<file path="config.mk">
export PLATFORM = sky130hd
export DESIGN_NAME = traffic_phase_timer
export DESIGN_NICKNAME = d
export VERILOG_FILES = /design/src/rtl/traffic_phase_timer.sv
export SDC_FILE = /design/constraint.sdc
export NUM_CORES = 1
export LEC_CHECK = 0
export ABC_AREA = 0
export BUFFER_PORTS_ARGS = -buffer_cell sky130_fd_sc_hd__buf_2
export CELL_PAD_IN_SITES_DETAIL_PLACEMENT = 1
export CELL_PAD_IN_SITES_GLOBAL_PLACEMENT = 2
export CORE_MARGIN = 4
export CORE_UTILIZATION = 33
export CTS_BUF_LIST = sky130_fd_sc_hd__clkbuf_4
export DETAILED_ROUTE_END_ITERATION = 8
export MAX_ROUTING_LAYER = met4
export PLACE_DENSITY_LB_ADDON = 0.1
export SLEW_MARGIN = 15
export SYNTH_ARGS = -nofsm -noshare
export SYNTH_HDL_FRONTEND = slang
export SYNTH_SLANG_ARGS = --single-unit
</file>
<file path="constraint.sdc">
create_clock -name clock -period 3.83 [get_ports clock]
set_input_delay 0.383 -clock clock [delete_from_list [all_inputs] [get_ports clock]]
set_output_delay 0.383 -clock clock [all_outputs]
set_load 0.005 [all_outputs]
</file>
<file path="src/rtl/traffic_phase_timer.sv">
// Timing and sensing front end for the one-hot traffic-light controller.
// It tracks the current light phase and produces the green and yellow
// countdowns. It also qualifies the raw vehicle sensor (synchronise,
// debounce, minimum red dwell) and flags non-one-hot light combinations.
module traffic_phase_timer #(
   parameter int TICK_DIV = 1,
   parameter int DEBOUNCE = 4,
   parameter int MIN_RED  = 2
) (
   input  logic        clock,
   input  logic        reset,
   input  logic        red_light,
   input  logic        green_light,
   input  logic        yellow_light,
   input  logic        sensor_raw,
   input  logic [15:0] green_time,
   input  logic [15:0] yellow_time,
   output logic        sensor,
   output logic [15:0] green_downcnt,
   output logic [15:0] yellow_downcnt,
   output logic        fault
);

   localparam int PW = (TICK_DIV > 1) ? $clog2(TICK_DIV) : 1;
   localparam int DW = $clog2(DEBOUNCE + 1);

   typedef enum logic [1:0] {
      P_RED    = 2'd0,
      P_GREEN  = 2'd1,
      P_YELLOW = 2'd2,
      P_FAULT  = 2'd3
   } phase_e;

   phase_e          phase_q, phase_d;
   logic [PW-1:0]   presc_q, presc_d;
   logic [15:0]     green_q, green_d;
   logic [15:0]     yellow_q, yellow_d;
   logic [15:0]     dwell_q, dwell_d;
   logic [DW-1:0]   run_q, run_d;
   logic            sync1_q, sync2_q;
   logic            deb_q, deb_d;
   logic            sensor_q, sensor_d;
   logic            fault_q, fault_d;
   logic            entry;
   logic            tick;

   // Next-state logic for phase, prescaler, countdowns, dwell, debounce and outputs.
   always_comb begin
      // NOTE: every _d gets a default first so no path leaves it unassigned (no latches).
      phase_d  = P_FAULT;
      presc_d  = presc_q;
      green_d  = green_q;
      yellow_d = yellow_q;
      dwell_d  = dwell_q;
      run_d    = '0;
      deb_d    = deb_q;

      unique case ({red_light, green_light, yellow_light})
         3'b100:  phase_d = P_RED;
         3'b010:  phase_d = P_GREEN;
         3'b001:  phase_d = P_YELLOW;
         default: phase_d = P_FAULT;
      endcase

      entry = (phase_d != phase_q);
      tick  = (presc_q == PW'(TICK_DIV - 1));

      // The prescaler restarts on every phase entry so the first tick of a
      // phase lands exactly TICK_DIV edges after the entry edge.
      if (entry || tick) presc_d = '0;
      else               presc_d = presc_q + 1'b1;

      // Counts freeze in fault. Outside their own phase (and on a fresh entry)
      // they track the duration inputs. Inside it they count down and saturate.
      if (phase_d != P_FAULT) begin
         if (phase_d != P_GREEN || entry)    green_d = green_time;
         else if (tick && green_q != 16'd0)  green_d = green_q - 16'd1;

         if (phase_d != P_YELLOW || entry)   yellow_d = yellow_time;
         else if (tick && yellow_q != 16'd0) yellow_d = yellow_q - 16'd1;
      end

      if (entry) dwell_d = '0;
      else if (phase_q == P_RED && tick && dwell_q != 16'hFFFF)
         dwell_d = dwell_q + 16'd1;

      // Debounce: the run count only grows while the synchronised level
      // disagrees with the debounced one. Any agreement resets it.
      if (sync2_q != deb_q) begin
         if (run_q == DW'(DEBOUNCE - 1)) deb_d = sync2_q;
         else                            run_d = run_q + 1'b1;
      end

      // Gating on the next phase drops sensor on the very edge red is left.
      sensor_d = deb_q && (phase_d == P_RED) && (dwell_q >= 16'(MIN_RED));
      fault_d  = (phase_d == P_FAULT);
   end

   // State registers with synchronous reset.
   always_ff @(posedge clock) begin
      if (reset) begin
         // NOTE: sequential state uses non-blocking assignments only.
         phase_q  <= P_RED;
         presc_q  <= '0;
         green_q  <= '0;
         yellow_q <= '0;
         dwell_q  <= '0;
         run_q    <= '0;
         sync1_q  <= 1'b0;
         sync2_q  <= 1'b0;
         deb_q    <= 1'b0;
         sensor_q <= 1'b0;
         fault_q  <= 1'b0;
      end else begin
         phase_q  <= phase_d;
         presc_q  <= presc_d;
         green_q  <= green_d;
         yellow_q <= yellow_d;
         dwell_q  <= dwell_d;
         run_q    <= run_d;
         sync1_q  <= sensor_raw;
         sync2_q  <= sync1_q;
         deb_q    <= deb_d;
         sensor_q <= sensor_d;
         fault_q  <= fault_d;
      end
   end

   assign sensor         = sensor_q;
   assign green_downcnt  = green_q;
   assign yellow_downcnt = yellow_q;
   assign fault          = fault_q;

endmodule

</file>
# Yosys cells after proc, flatten, opt, wreduce, memory -nomap -nowiden
# Cells that the tools add are included.
op_classes:
  n_reduce_logical: 21
  n_addsub: 5
  n_bitwise: 2
  n_mux: 5
  order_cmp: 1
  eq_ne: 11
op_table:
  columns: ["cell", "count"]
  rows:
  - ["2-to-1 mux 16 bit", 4]
  - ["nonzero test 16 bit", 2]
  - ["subtractor 16 x 1 -> 16 bit, second input constant", 2]
  - ["adder 16 x 1 -> 16 bit, second input constant", 1]
  - [">= comparator 16 x 2 -> 1 bit, second input constant", 1]
  - ["!= test 16 bit, second input constant", 1]
  - ["equality test 3 x 2 -> 1 bit, second input constant", 2]
  - ["logical AND 1 bit", 6]
  - ["one-hot mux 2 bit (3 select lines)", 1]
  - ["AND reduction 2 bit", 3]
  - ["logical NOT 2 bit", 2]
  - ["!= test 2 bit, second input constant", 2]
  - ["nonzero test 2 bit", 2]
  - ["OR reduction 2 bit", 2]
  - ["adder 3 x 1 -> 3 bit, second input constant", 1]
  - ["equality test 3 x 1 -> 1 bit, second input constant", 1]
  - ["equality test 3 bit, second input constant", 1]
  - ["logical OR 1 bit", 3]
  - ["OR reduction 3 bit", 1]
  - ["equality test 2 bit, second input constant", 1]
  - ["!= test 2 x 1 -> 1 bit, second input constant", 1]
  - ["!= test 2 bit", 1]
  - ["inverter 1 bit", 2]
  - ["adder 1 bit, second input constant", 1]
  - ["!= test 1 bit", 1]
word_totals:
  output_inout_bits: 34
  ff_bits: 59
  wordCells: 56
  input_bits: 38

# Logic depth before layout (Yosys ltp)
# Gate-level depths: netlist (run 1).
depth:
  word_depth: 6
  mapped_depth: 8
  depth_no_buf: 7

# Worst setup path after synthesis (run 1)
# OpenSTA, ideal clock, no wires.
synth_path:
  path_kind: "flip-flop to flip-flop"
  start: "register yellow_q[0] (netlist: yellow_downcnt[0])"
  end: "register yellow_q[12] (netlist: yellow_downcnt[12])"
  setup_time_ns: 0.067
  path_stages_with_launch: 8
  n_path_buf: 0
  required_ns: 3.763
  synth_period_minus_slack_ns: 1.861
  path_slack_ns: 1.969
  arrival_time_ns: 1.794
  path_cell_list: "dfxtp_1 > inv_1 > ha_1 > or3b_2 > nor3_2 > nand3_1 > a211o_1 > a21oi_2"
synth_via:
  elab_chain_len: 4
  word_cells_on_any_way: 7
  classes_between: "add/sub: 1; mux: 2; reduce/logical: 4"
synth_lines:
  columns: ["item", "line_no", "text"]
  rows:
  - ["start: declaration", "37", "logic [15:0] yellow_q, yellow_d;"]
  - ["start signal: assignment", "118", "yellow_q <= yellow_d;"]
  - ["branches (longest 4 deep; another with subtractor 16 x 1 -> 16 bit)", null, null]
# Parallel ways; which one is timed is not known. The select of a mux whose other input is x is not followed.
# A chain may end at the register's enable or synchronous reset.

# Final worst setup path (run 1)
layout_path:
  start: "register phase_q[1]"
  end: "register yellow_q[15] (netlist: yellow_downcnt[15])"
layout_via:
  elab_chain_len: 4
  word_cells_on_any_way: 5
  classes_between: "eq/ne: 1; mux: 1; reduce/logical: 3"
layout_lines:
  columns: ["item", "line_no", "text"]
  rows:
  - ["start: declaration", "34", "phase_e phase_q, phase_d;"]
  - ["start signal: assignment", "115", "phase_q <= phase_d;"]
  - ["!= test 2 bit *", "65", "entry = (phase_d != phase_q);"]
  - ["logical OR 1 bit *", "79", "if (phase_d != P_YELLOW || entry) yellow_d = yellow_time;"]
  - ["nonzero test 2 bit (no line)", null, null]
  - ["AND reduction 2 bit (no line)", null, null]
# Mark *: on every way between the ends. The rest lies on a longest branch, timed or not.

==> results of run 1 <==
## report_power, final
part	internal, W	switching (W)	total (W)
combinational	0.000121	0.000180	0.000301
sequential	0.000644	0.0000434	0.000687
clock	0.000262	0.000261	0.000523
total	0.00103	0.000484	0.00151
## worst max-delay path: stages, from the launching register on
cell and delay (ns):
dfxtp_1 0.54, nor4bb_2 0.46, and2b_1 0.44, and4_4 0.48, or2_2 0.35, o221a_2 0.23
## worst max-delay path by stage
stage | start | endpoint | slack [ns] | cells after the start
after CTS | phase_q[1] | yellow_downcnt[0] | 1.31 | 4
after detailed placement | green_light | green_downcnt[14] | 1.25 | 8
after global placement | green_light | green_downcnt[5] | 1.35 | 8
final | phase_q[1] | yellow_downcnt[15] | 1.28 | 5
after floorplan | yellow_downcnt[0] | yellow_downcnt[12] | 1.97 | 7
after global routing | phase_q[1] | yellow_downcnt[7] | 1.09 | 5
## metrics by stage
stage	cells	hold slack [ns]	total power (W)	worst slack [ns]	area [um2]
6_report	631	0.1567	0.001511	1.280	4098
3_3_place_gp	615	0.4069	0.001001	1.351	3938
3_5_place_dp	615	0.4207	0.001004	1.248	3938
4_1_cts	631	0.1290	0.001535	1.306	4098
5_1_grt	631	0.1371	0.001599	1.092	4098
2_1_floorplan	433	0.3990	0.0008958	1.969	3523
## state kept, by name, summed over array words and instances, names as in the netlist, 2 cells and up
signal,flops
dwell_q,16
green_downcnt,16
yellow_downcnt,16
run_q,3
phase_q,2
## Yosys cell counts, types with 2 or more instances
cell      number  area share [%]
nor3b_1        4            0.85
nand3_1       14             2.0
a22oi_1        3            0.64
and3_1         3            0.53
buf_2         15             2.1
o31ai_1       12             2.6
a211oi_1       4            0.85
nor4_1         9             1.6
and4_1         3            0.75
clkbuf_1      12             1.3
a21oi_1       37             5.3
a31oi_1        5            0.89
a211o_1        3            0.75
nor3_1        15             2.1
or3_1          9             1.6
o21a_1         3            0.64
nor3b_2        2            0.71
o21ai_0       13             1.8
dfxtp_1       59              34
o311ai_1       2            0.50
nor3_2         3            0.85
a21o_1        11             2.3
inv_1         12             1.3
o31a_1         3            0.75
nand2_1       31             3.3
xor2_1         4            0.99
and2_1         2            0.36
o32ai_1        5             1.2
nor2b_1        4            0.71
or3b_2         2            0.50
nor2_1        48             5.1
nand4_1       11             2.0
or4_1          7             1.5
nand3b_1       4            0.85
o311ai_0       8             2.0
ha_1           8             2.8
xnor2_1       12             3.0
## cell type report
type	count	area (um2)	share of cell area, %
Clock buffer	9	67.56	1.649
Clock inverter	7	92.59	2.260
Inverter	12	45.04	1.099
Multi-Input combinational cell	332	2148	52.43
Sequential cell	59	1181	28.82
Tap cell	136	170.2	4.153
Timing Repair Buffer	76	392.9	9.588
## layout by cell type (no fill, tap or decap), types with 5 or more instances in the layout
master    count
dfxtp_1      59
xnor2_1      12
inv_1        12
o311ai_0      8
a21oi_1      37
buf_4         5
o32ai_1       5
a21o_1       11
nor2_1       48
nand4_1      11
nor3_1       15
or3_1         9
ha_1          8
clkbuf_4      9
o21ai_0      13
nand3_1      14
o31ai_1      11
a31oi_1       5
nor4_1        9
or4_1         7
nand2_1      31
buf_2        71
## logic make-up after synthesis
logic type,Yosys count
fa+ha+maj,8
mux,1
xor+xnor,16
buf+inv,42
compound gates,122
simple gates,184
flops,59
other cells,1
## metal layers
metal	up-vias	global-route usage [%]
met3	15	2.935
met2	64	27.38
li1	1731	-
met5	-	-
met1	1708	23.97
met4	0	6.326
==> flow_summary.json, run 1 <==
{
  "drv_cap": 0,
  "min_from": "sensor_raw",
  "start_kind": "register",
  "drc_errors": 0,
  "synth-edff-count": 0,
  "cts_tree": "yes",
  "routabilityCongestion": 0.7741,
  "async_flop_share_pct": 0,
  "fin_crit_sh_pct": 66.59,
  "die_h_um": 111.3,
  "rsz0062_at_grt": "no",
  "cts_buffers": 9,
  "rr_endpoint": "yellow_downcnt[15]",
  "start_util_pct": 33.98,
  "synth_top_family_by_area": "simple AND/OR/NAND/NOR gates",
  "syn_inst": 433,
  "drtPass1Iterations": 4,
  "clk_latency_ns": 0.43,
  "dieArea_mm2": 0.01239,
  "wl_per_cell_um": 16.83,
  "r2r-start": "phase_q[1]",
  "report.final.slew_viol_count": 0,
  "worst-r2r-cell-count": 5,
  "portBuffers": 71,
  "synthXorXnorAreaFrac_pct": 3.977,
  "hold_violations": 0,
  "hpwl_mm": 7.427,
  "hold_path.class": "input pin to register",
  "crit_type": "register to register",
  "fin_setup_tns_ns": 0,
  "fmax_ghz": 0.3921,
  "clk_path_buf_depth": 2,
  "grt_pass1_wl_mm": 18.09,
  "synth_compound_area_share_pct": 24.15,
  "ys_seq_elements": 59,
  "ys_seq_area_share_pct": 33.52,
  "wl_met2_mm": 4.855,
  "syn2layout_area_growth_pct": 16.30,
  "rows": 37,
  "whs_path_depth": 2,
  "drt_iter0_markers": 151,
  "powerDensity_mw_per_mm2": 368.8,
  "core_area_mm2": 0.01037,
  "nets": 536,
  "cp.required_ns": 4.21,
  "wl_met3_um": 374,
  "fp.dieW_um": 111.3,
  "grt_max_degree": 42,
  "fillers": 1286,
  "avgViaCountPerCell": 5.575,
  "arrival_ns": 2.93,
  "grt_pass1_vias": 3555,
  "cts_root_buffer": "clkbuf_4",
  "slew_headroom_pct": 33.59,
  "muxShareOfSynthArea_pct": 0.2841,
  "power.leakage_nw": 1.586,
  "synthAdderAreaFrac_pct": 2.841,
  "crit_fanout": 21,
  "status": "completed",
  "antenna_cells": 0,
  "synth_cell_types": 68,
  "irDropWorstVdd_mv": 0.1458,
  "track_usage_pct": 17.90,
  "finalCriticalPeriod_ns": 2.550,
  "fin_skew_ns": 0.01370,
  "reg2reg_slack_ns": 1.28,
  "worst_slew_pin_slew_ns": 0.9961,
  "avgSynthCellArea_um2": 8.137,
  "drive_gt1_share_pct": 22.83,
  "ys_warn_count": 0,
  "syn_area_mm2": 0.003523,
  "synth_flop_cell": "dfxtp_1",
  "postCtsSetupBuffers": 0,
  "cts_hold_buffers": 0,
  "top_layer": "met4",
  "clk_pin_slew_ns": 0.11,
  "crit_path_end_kind": "register",
  "ctsResizeCount": 0,
  "drt-total-wl_mm": 10.62,
  "cts.sinks": 59,
  "vias": 3518,
  "fin_util_pct": 39.52,
  "htree_levels": 3,
  "synthSimpleGateAreaFrac_pct": 29.47,
  "syn_nets": 479,
  "whs_endpoint": "sync1_q",
  "antenna_found_initial": 0,
  "pin_count": 72,
  "grt_overflow": 0,
  "drtAntennaViolNets": 0,
  "m1WireLength_mm": 5.260,
  "setup_violations": 0
}
(Power assumes the default switching activity.)
==> run 2, diff against run 1 <==
--- a/config.mk
+++ b/config.mk
@@ -5,12 +5,12 @@
 export SDC_FILE = /design/constraint.sdc
 export NUM_CORES = 1
 export LEC_CHECK = 0
-export ABC_AREA = 0
+export ABC_AREA = 1
 export BUFFER_PORTS_ARGS = -buffer_cell sky130_fd_sc_hd__buf_2
 export CELL_PAD_IN_SITES_DETAIL_PLACEMENT = 1
 export CELL_PAD_IN_SITES_GLOBAL_PLACEMENT = 2
 export CORE_MARGIN = 4
-export CORE_UTILIZATION = 33
+export CORE_UTILIZATION = 27
 export CTS_BUF_LIST = sky130_fd_sc_hd__clkbuf_4
 export DETAILED_ROUTE_END_ITERATION = 8
 export MAX_ROUTING_LAYER = met4
==> constraint.sdc (replaced) <==
create_clock -name clock -period 2.2 [get_ports clock]
set_input_delay 0.22 -clock clock [delete_from_list [all_inputs] [get_ports clock]]
set_output_delay 0.22 -clock clock [all_outputs]
set_load 0.005 [all_outputs]
==> flow_summary.json, run 2 <==
{
  "status": "completed",
  "fmax_ghz": 0.5307,
  "r2r-start": "dwell_q[1]",
  "netlist.area_leader.share_pct": 30.72,
  "cts.sinks": 59,
  "drive_gt1_share_pct": 13.77,
  "dieArea_mm2": 0.01621,
  "irDropWorstVdd_mv": 0.2708,
  "ys_seq_elements": 59,
  "clk_latency_ns": 0.43,
  "cp_top_family": "simple AND/OR/NAND/NOR gates",
  "cts_buffers": 9,
  "synth-edff-count": 0,
  "rsz0062_at_grt": "no",
  "htree_levels": 3,
  "synth_flop_cell": "dfxtp_1",
  "slowest_delay_ns": 0.44,
  "use_met1_pct": 20.42,
  "hpwl_mm": 9.526,
  "synth_common_cells": "nand2_1 (241), nor2_1 (132), inv_1 (62), dfxtp_1 (59), nand3_1 (58)",
  "min_from": "yellow_time[0]",
  "grt_overflow": 0,
  "postCtsSetupBuffers": 0,
  "portBuffers": 71,
  "pin_count": 72,
  "rr_endpoint": "dwell_q[1]",
  "ys_warn_count": 0,
  "worst-path-buf-inv": 1,
  "powerDensity_mw_per_mm2": 614.1,
  "cts_root_buffer": "clkbuf_4",
  "hold_violations": 0,
  "crit_slowest_cell": "dfxtp_1",
  "whs_endpoint": "yellow_downcnt[0]",
  "fp.dieW_um": 127.3,
  "grt_pass1_vias": 4340,
  "fin_area_mm2": 0.004586,
  "clk_pin_slew_ns": 0.11,
  "synth_area_leaders": "dfxtp_1 (31%), nand2_1 (24%), nor2_1 (13%)",
  "yosysMostFrequentCell": "nand2_1",
  "grt_use_met3_pct": 3.637,
  "drtAntennaViolNets": 0,
  "drt_iter0_markers": 223,
  "report.final.slew_viol_count": 0,
  "syn_nets": 706,
  "clk_path_buf_depth": 2,
  "worst-r2r-cell-count": 8,
  "yosys.area.top_type": "dfxtp_1",
  "start_kind": "register",
  "rows": 43,
  "busiest_layer": "met2",
  "reg2reg_slack_ns": 0.32,
  "mostFrequentLayoutCells": "nand2_1 (241), nor2_1 (132), buf_2 (71), inv_1 (62), dfxtp_1 (59)",
  "syn_inst": 660,
  "fin_skew_ns": 0.01137,
  "design_power_total_w": 0.002816,
  "finalCriticalPeriod_ns": 1.884,
  "synth_cell_types": 25,
  "grt_pass1_wl_mm": 21.14,
  "arrival_ns": 2.19,
  "track_usage_pct": 16.57,
  "power.leakage_nw": 2.377,
  "antenna_cells": 0,
  "die_h_um": 127.3,
  "crit_path_end_kind": "register",
  "ys_seq_area_share_pct": 30.72,
  "setup_violations": 0,
  "antenna_found_initial": 0,
  "wl_per_cell_um": 13.72,
  "final_common_cell": "nand2_1",
  "hold_path.class": "input pin to register",
  "nets": 782,
  "routabilityCongestion": 0.8552,
  "cts_tree": "yes",
  "drc_errors": 0,
  "drv_cap": 0,
  "grtUsageMet2_pct": 27.38,
  "avgViaCountPerCell": 4.596,
  "crit_type": "register to register",
  "cpMostUsedCell": "nand3_1",
  "fin_crit_sh_pct": 85.65,
  "avgSynthCellArea_um2": 5.826,
  "fin_setup_tns_ns": 0,
  "crit_chain": "ha_1, nand3_1, nor2_1, nand3_1, nand2_1, inv_1, o21ai_0, a21oi_1",
  "drtPass1Iterations": 4,
  "start_util_pct": 27.59,
  "drt-total-wl_mm": 12.64,
  "vias": 4233,
  "grt_max_degree": 33,
  "place_area_mm2": 0.004419,
  "syn2layout_area_growth_pct": 19.26,
  "async_flop_share_pct": 0,
  "syn_area_mm2": 0.003845,
  "crit_fanout": 14,
  "whs_path_depth": 5,
  "cp.required_ns": 2.51,
  "core_area_mm2": 0.01393
}
run 2: layout make-up:
class	instances	area, um2
clock buffers	13	97.59
clock inverters	3	38.79
fillers	1883	9349
inverters	65	244.0
multi-input cells	517	2313
flip-flops and latches	59	1181
well taps	180	225.2
repair buffers	84	485.5
run 2: through the flow:
| step | instances | hold WS, ns | setup slack [ns] | util, % |
|---|---|---|---|---|
| global route | 921 | 0.09283 | 0.02597 | 32.91 |
| global placement | 902 | 0.3967 | 0.3490 | 31.71 |
| detailed placement | 902 | 0.4042 | 0.3111 | 31.71 |
| floorplan | 660 | 0.2912 | 0.6513 | - |
| finish | 921 | 0.09342 | 0.3156 | 32.91 |
| CTS | 921 | 0.05889 | 0.2881 | 32.91 |
run 2: power by group:
part	total [W]	switching, W	internal [W]
combinational	0.000779	0.000494	0.000285
clock	0.000825	0.000431	0.000393
sequential	0.00121	0.0000795	0.00113
run 2: tightest hold or removal path, stage by stage:
cell,delay [ns]
buf_2,0.07
nand2_1,0.04
nand2_1,0.05
nor2_1,0.03
nor2_1,0.08
run 2: per-layer routing:
layer	share of wire, %	wire (um)
met5	0	0
met2	48	6019
met3	3.4	435
met1	48	6050
met4	1.1	133
run 2: cells by family (layout without fill, tap and decap cells):
logic type                 after synthesis  count (layout)  share of synthesized area, %
buffers and inverters                   84             165                         9.112
adders and majority gates                8               8                         2.603
DFF                                     59              59                         30.72
AOI/OAI and AO/OA                       29              29                         4.068
xor gates and xnor gates                21              21                         4.783
other                                    1               1                       0.09753
and+or+nand+nor                        458             458                         48.62
run 2: how the worst max path moves through the flow:
stage                start                end  slack, ns  depth (start not counted)
2_1_floorplan   dwell_q[1]        dwell_q[11]       0.65                          9
3_3_place_gp    dwell_q[1]         dwell_q[1]       0.35                          8
3_5_place_dp   green_light  yellow_downcnt[5]       0.31                         11
4_1_cts         dwell_q[1]         dwell_q[1]       0.29                          8
5_1_grt         dwell_q[1]         dwell_q[1]       0.03                          8
6_report        dwell_q[1]         dwell_q[1]       0.32                          8
run 2: what timing repair did:
item	CTS	global route
endpoints found under the hold margin	5	0
hold buffers	3	0
setup endpoints to repair	0	0
gates resized for setup	0	0
